$ cat config.mk
export PLATFORM = sky130hd
export DESIGN_NAME = multicycle_control
export DESIGN_NICKNAME = d
export VERILOG_FILES = /design/src/rtl/multicycle_control.sv
export SDC_FILE = /design/constraint.sdc
export NUM_CORES = 1
export LEC_CHECK = 0
export CORE_MARGIN = 2
export CORE_UTILIZATION = 41
export DETAILED_ROUTE_END_ITERATION = 12
export PLACE_DENSITY = 0.85
export SYNTH_ARGS = -nofsm -noshare
export SYNTH_HDL_FRONTEND = slang
export SYNTH_SLANG_ARGS = --single-unit
$ cat constraint.sdc
create_clock -name clk -period 2.5 [get_ports clk]
set_clock_uncertainty 0.2 [all_clocks]
set_input_delay 0.5 -clock clk [delete_from_list [all_inputs] [get_ports clk]]
set_output_delay 0.5 -clock clk [all_outputs]
set_load 0.1 [all_outputs]
$ cat src/rtl/multicycle_control.sv
// Multicycle MIPS control unit: Moore FSM decoding opcode into datapath selects and enables.
// Optional bne support is enabled by defining MULTICYCLE_BNE_EN.
module multicycle_control (
    input  logic       clk,
    input  logic       rst,
    input  logic [5:0] opcode,
    input  logic       zero,
    output logic       PCWrite,
    output logic       PCWriteCond,
    output logic       pc_en,
    output logic       IorD,
    output logic       MemRead,
    output logic       MemWrite,
    output logic       IRWrite,
    output logic       MemtoReg,
    output logic       RegDst,
    output logic       RegWrite,
    output logic       ALUSrcA,
    output logic [1:0] ALUSrcB,
    output logic [1:0] ALUOp,
    output logic [1:0] PCSource,
    output logic       instr_done,
    output logic       illegal,
    output logic [3:0] state
);

    typedef enum logic [3:0] {
        StReset  = 4'd0,
        StFetch  = 4'd1,
        StDecode = 4'd2,
        StMemAdr = 4'd3,
        StMemRd  = 4'd4,
        StMemWb  = 4'd5,
        StMemWr  = 4'd6,
        StExec   = 4'd7,
        StRwb    = 4'd8,
        StBranch = 4'd9,
        StJump   = 4'd10,
        StAddiEx = 4'd11,
        StAddiWb = 4'd12
    } state_e;

    localparam logic [5:0] OpRtype = 6'b000000;
    localparam logic [5:0] OpJ     = 6'b000010;
    localparam logic [5:0] OpBeq   = 6'b000100;
    localparam logic [5:0] OpAddi  = 6'b001000;
    localparam logic [5:0] OpLw    = 6'b100011;
    localparam logic [5:0] OpSw    = 6'b101011;
`ifdef MULTICYCLE_BNE_EN
    localparam logic [5:0] OpBne   = 6'b000101;
`endif

    state_e     state_q, state_d;
    logic [5:0] op_q, op_d;
    logic       illegal_q, illegal_d;
    logic       bne_q;
    state_e     dec_state;
    logic       dec_legal;

    // Branch polarity follows the latched opcode, never the live one.
`ifdef MULTICYCLE_BNE_EN
    assign bne_q = (op_q == OpBne);
`else
    assign bne_q = 1'b0;
`endif

    // Dispatch target for the live opcode while in DECODE.
    always_comb begin
        dec_state = StFetch;
        dec_legal = 1'b1;
        case (opcode)
            OpLw, OpSw: dec_state = StMemAdr;
            OpRtype:    dec_state = StExec;
            OpBeq:      dec_state = StBranch;
            OpJ:        dec_state = StJump;
            OpAddi:     dec_state = StAddiEx;
`ifdef MULTICYCLE_BNE_EN
            OpBne:      dec_state = StBranch;
`endif
            default:    dec_legal = 1'b0;
        endcase
    end

    always_ff @(posedge clk or posedge rst) begin
        if (rst) begin
            state_q   <= StReset;
            op_q      <= 6'b000000;
            illegal_q <= 1'b0;
        end else begin
            state_q   <= state_d;
            op_q      <= op_d;
            illegal_q <= illegal_d;
        end
    end

    always_comb begin
        state_d   = state_q;
        op_d      = op_q;
        illegal_d = illegal_q;
        case (state_q)
            StReset:  state_d = StFetch;
            StFetch:  state_d = StDecode;
            StDecode: begin
                op_d    = opcode;
                state_d = dec_state;
                if (!dec_legal) begin
                    illegal_d = 1'b1;
                end
            end
            StMemAdr: state_d = (op_q == OpLw) ? StMemRd : StMemWr;
            StMemRd:  state_d = StMemWb;
            StExec:   state_d = StRwb;
            StAddiEx: state_d = StAddiWb;
            StMemWb, StMemWr, StRwb, StBranch, StJump, StAddiWb: state_d = StFetch;
            default:  state_d = StFetch;
        endcase
    end

    always_comb begin
        PCWrite     = 1'b0;
        PCWriteCond = 1'b0;
        IorD        = 1'b0;
        MemRead     = 1'b0;
        MemWrite    = 1'b0;
        IRWrite     = 1'b0;
        MemtoReg    = 1'b0;
        RegDst      = 1'b0;
        RegWrite    = 1'b0;
        ALUSrcA     = 1'b0;
        ALUSrcB     = 2'b00;
        ALUOp       = 2'b00;
        PCSource    = 2'b00;
        instr_done  = 1'b0;
        case (state_q)
            StFetch: begin
                MemRead = 1'b1;
                IRWrite = 1'b1;
                PCWrite = 1'b1;
                ALUSrcB = 2'b01;
            end
            StDecode: begin
                ALUSrcB    = 2'b11;
                instr_done = ~dec_legal;
            end
            StMemAdr: begin
                ALUSrcA = 1'b1;
                ALUSrcB = 2'b10;
            end
            StMemRd: begin
                MemRead = 1'b1;
                IorD    = 1'b1;
            end
            StMemWb: begin
                RegWrite   = 1'b1;
                MemtoReg   = 1'b1;
                instr_done = 1'b1;
            end
            StMemWr: begin
                MemWrite   = 1'b1;
                IorD       = 1'b1;
                instr_done = 1'b1;
            end
            StExec: begin
                ALUSrcA = 1'b1;
                ALUOp   = 2'b10;
            end
            StRwb: begin
                RegWrite   = 1'b1;
                RegDst     = 1'b1;
                instr_done = 1'b1;
            end
            StBranch: begin
                ALUSrcA     = 1'b1;
                PCWriteCond = 1'b1;
                ALUOp       = 2'b01;
                PCSource    = 2'b01;
                instr_done  = 1'b1;
            end
            StJump: begin
                PCWrite    = 1'b1;
                PCSource   = 2'b10;
                instr_done = 1'b1;
            end
            StAddiEx: begin
                ALUSrcA = 1'b1;
                ALUSrcB = 2'b10;
            end
            StAddiWb: begin
                RegWrite   = 1'b1;
                instr_done = 1'b1;
            end
            default: ;
        endcase
    end

    assign pc_en   = PCWrite | (PCWriteCond & (zero ^ bne_q));
    assign illegal = illegal_q;
    assign state   = state_q;

    mem_excl_a: assert property (@(posedge clk) disable iff (rst) !(MemRead && MemWrite));

endmodule
; Yosys cells after proc, flatten, opt, wreduce, memory -nomap -nowiden
; Index checks and enable logic that the tools add are counted.
[classes]
mux = 18
reduce_logical = 11
bitwise_logic = 3
n_eq_ne = 18
[ops]
columns = operator, count
row1 = $pmux 4 s6, 1
row2 = $eq 4x4->1 const B, 5
row3 = $pmux 4 s5, 1
row4 = $eq 6x6->1 const B, 3
row5 = $eq 4x3->1 const B, 4
row6 = $reduce_or 6->1, 2
row7 = $mux 1, 11
row8 = $reduce_or 2->1, 5
row9 = $eq 4x2->1 const B, 2
row10 = $pmux 2 s2, 2
row11 = $eq 6x2->1 const B, 1
row12 = $eq 6x3->1 const B, 1
row13 = $eq 6x4->1 const B, 1
row14 = $logic_not 6->1, 1
row15 = $pmux 2 s3, 1
row16 = $eq 4x1->1 const B, 1
row17 = $reduce_or 4->1, 1
row18 = $reduce_or 3->1, 1
row19 = $mux 2, 1
row20 = $pmux 1 s2, 1
row21 = $reduce_and 2->1, 1
row22 = $and 1x1->1, 1
row23 = $not 1->1, 1
row24 = $or 1x1->1, 1
[word_totals]
input_bits = 9
regBits = 11
out_inout_bits = 23
wordCells = 53

; Longest topological paths before layout
[depth]
depth_word = 5
depth_mapped = 4

; Worst setup path before layout
; Ideal clock, no wire load.
[synth_path]
kind = register -> output
startpoint = reg state_q[0], in the netlist state[0]
endpoint = out pc_en
path_buffers = 0
stages_incl_launch_ff = 4
setup_slack_ps = -1914
t_arrival_ps = 3714
required_ps = 1800
path_cell_list = dfrtp_1 or3b_2 a21oi_1 a21o_1
[synth_between]
elab_chain_cells = 4
word_cells_on_any_way = 8
classes_between = eq/ne (3) / mux (2) / bitwise (2) / reduce/logical (1)
[synth_lines]
columns = item, line_no
row1 = start: declaration, 53  ; state_e state_q, state_d;
row2 = start signal: assignment, 86  ; state_q <= StReset;
row3 = start signal: assignment, 90  ; state_q <= state_d;
row4 = $eq 4x1->1 or $eq 4x4->1 (tied branches), 134  ; case (state_q)
row5 = $reduce_or 2->1 (no line) (*), -
row6 = $mux 1 (*), 134
row7 = via PCWrite, 8  ; output logic PCWrite,
row8 = $or 1x1->1 (*), 196  ; assign pc_en = PCWrite | (PCWriteCond & (zero ^ bne_q));
row9 = end: declaration, 10  ; output logic pc_en,
; The timed path passes the listed nets; every way through them passes the cells marked *.

; Worst setup path after layout
[layout_path]
startpoint = reg state_q[3], in the netlist state[3]
endpoint = out pc_en
[layout_between]
elab_chain_cells = 4
word_cells_on_any_way = 8
classes_between = eq/ne (3) / mux (2) / bitwise (2) / reduce/logical (1)
[layout_lines]
columns = item, line_no
row1 = $eq 4x1->1 or $eq 4x4->1 (tied branches), 134
row2 = $reduce_or 2->1 (no line) or $mux 1 (tied branches), -
row3 = $mux 1 or $and 1x1->1 (tied branches), "134, 196"
row4 = $or 1x1->1 (*), 196
; Mark *: on every way between the ends. The rest lies on a longest branch, timed or not.

==> key figures <==
STA
  – Hold Fails Final Rpt: 0
  – Minimum clock period: 2.452 ns
  – Maximum clock frequency: 407.8 MHz
  – Final setup vio count: 0
  – Relative slew slack: 71.93%
  – Hold slack: 0.2713 ns
  – Tightest Pin Transition: 0.4206 ns
  – RSZ-0062 raised after global routing: false
  – Final TNS setup: 0 ns
  – Crit share post-route: 98.10%
  – Pins Over Slew Limit: 0

Critical path
  – Crit. path cell count: 4
  – Crit path max-delay family: flip-flops
  – Critical path fanouts, max: 14
  – RR Startpoint: state[3]
  – Worst Setup SP: state[3]
  – Buf/Inv on CP: 1
  – Worst setup SP type: register
  – Critical path class: reg2out
  – Slowest stage cell, crit path: dfrtp_4
  – WP data arrival: 1.75 ns
  – Worst r2r path cells: 3
  – Largest stage delay, worst path: 0.57 ns
  – Worst path required time: 1.80 ns
  – Critical Path End Type: output port
  – CP cell instances: or3b_4 -> a21oi_4 -> a21o_4 -> buf_12

Clock network
  – Clock root buffer: clkbuf_4
  – Postcts setup bufs: 0
  – Clk sinks: 11
  – Hold_buf cts: 0
  – CTS Buf Count: 3
  – H-tree depth: 1
  – CTS tree: built
  – CTS resizes: 5
  – Clock insertion delay at the later pin of the skew report: 0.28 ns
  – Max Root-Sink Buffers: 2
  – Clk pin slew, worst setup/hold paths: 0.07 ns

Route
  – Routed vias: 817
  – DR vias/cell: 5.596
  – Routed wire per std cell: 16.56 um
  – Drt total wl: 2.418 mm
  – First-pass iteration count of the detailed router: 4
  – ANT nets after route: 0
  – Residual DRC count: 0
  – Initial drt markers: 14

Placed design
  – Routability Congestion: 0.8867
  – Dpl cells: 142
  – Dpl hpwl: 1.793 mm
  – Port bufs: 31

Logic synthesis
  – Yosys warning total: 0
  – Mean Syn Cell Area: 9.068 um^2
  – Most common cell in the synthesized netlist: dfrtp_1
  – Number of synthesized register bits: 11
  – Syn_nets: 94
  – Top cell type's share of synthesized area: 35.71%
  – EDFF count, synth: 0
  – Post-Synthesis Cells: 85
  – Commonest cells in the netlist: 11 x dfrtp_1, 9 x nor2_1, 6 x mux2_2
  – Predominant post-synthesis flop cell: dfrtp_1
  – Synth top area cells: dfrtp_1 36%, mux2_2 8.8%, nor2_1 4.4%, nand2b_1 4.1%, nor3_1 2.6%
  – Distinct cells, synth: 36
  – Seq/Total Area, Yosys: 35.71%
  – Mapped Area: 770.7 um^2
  – Largest area contributor in the netlist: dfrtp_1
  – Synth async-reset ratio: 100.0%

Floorplan
  – Initial Utilization: 44.16%
  – Die height: 47.36 um
  – FP Rows: 15
  – Std-Cell Core Area: 0.001745 mm^2
  – Io pins: 32
  – Die X: 47.36 um
  – Die footprint: 0.002243 mm^2

Worst hold path
  – Hold depth: 1
  – HP Class: reg2reg
  – Startpoint of the worst hold path: illegal

Global routing
  – GRT overflow: 0
  – Global-route wire length before repair: 3.712 mm
  – Vias in the first global route: 785
  – GRT Total Usage: 24.67%
  – Initial antenna violation count: 0
  – Largest net degree at the start of global routing: 18

Run status
  – Status: completed

Flow run
  – Max-cap violations: 0

Finish
  – Layout Utilization: 85.66%
  – Final Non-Filler Cells: 146
  – Ant diodes: 0
  – Area grow syn2layout: 93.99%
  – Final #Nets: 131
  – Layout cells sized above 1: 57.85%
## cell families (layout without fill, tap and decap cells)
logic type      count (synthesis)  count (layout)  share of synthesized area [%]
xor+xnor                        2               2                          2.273
compound gates                 19              19                          18.67
fa+ha+maj                       1               1                          1.299
simple gates                   36              36                          27.43
buf+inv                        10              46                          5.844
flops                          11              11                          35.71
mux                             6               6                          8.766
## worst paths after layout
| kind | to | slack, ns |
|---|---|---|
| worst max-delay path | pc_en | 0.05 |
| max in group asynchronous | state[2] | 1.46 |
| worst max register to register | state[0] | 0.48 |
| worst min register to register | illegal | 0.27 |
| worst min-delay path | illegal | 0.27 |
| min in group asynchronous | op_q[2] | 0.31 |
## area by class of cell
type                    count  area (um^2)
multi-input cells          64        601.8
repair buffers             39        534.3
flip-flops and latches     11        290.3
fillers                    89        250.2
well taps                  25        31.28
clock buffers               4        26.28
inverters                   3        11.26
## flip-flops by register name, indices dropped and copies added, names as in the netlist
register and flops:
illegal 1, op_q 6, state 4
## per-stage QoR
step	setup WS (ns)	instance area, um^2
after floorplan	-0.1976	996.0
after global placement	-0.1694	1466
after detailed placement	-0.1862	1466
after CTS	0.03531	1495
after global routing	0.01013	1495
final	0.04762	1495
## layer usage
| layer | part of all wire (%) | GRT usage, % | routed length, um | vias up |
|---|---|---|---|---|
| met4 | 0.58 | 6.667 | 14 | 0 |
| met2 | 58 | 44.05 | 1392 | 27 |
| met3 | 4.3 | 6.923 | 104 | 2 |
| met1 | 37 | 28.61 | 906 | 405 |
| met5 | 0 | 0 | 0 | - |
| li1 | - | - | - | 383 |
## placed cells by master (no fill, tap or decap), types with 2 or more instances in the layout
cell	count
a211o_1	2
a21oi_4	3
buf_12	18
buf_4	13
clkbuf_4	3
clkdlybuf4s50_1	5
dfrtp_1	7
dfrtp_4	4
dlygate4sd2_1	3
inv_1	3
mux2_2	6
nand2_1	4
nand2b_1	3
nand2b_4	2
nand3_1	2
nor2_2	3
nor2_4	6
nor3_1	2
nor3_4	2
o21ai_0	2
o221ai_1	2
or3_1	2
Power is left out: the tool's default activity adds up to more than one toggle a clock period on the data nets, which glitch-free logic cannot reach.
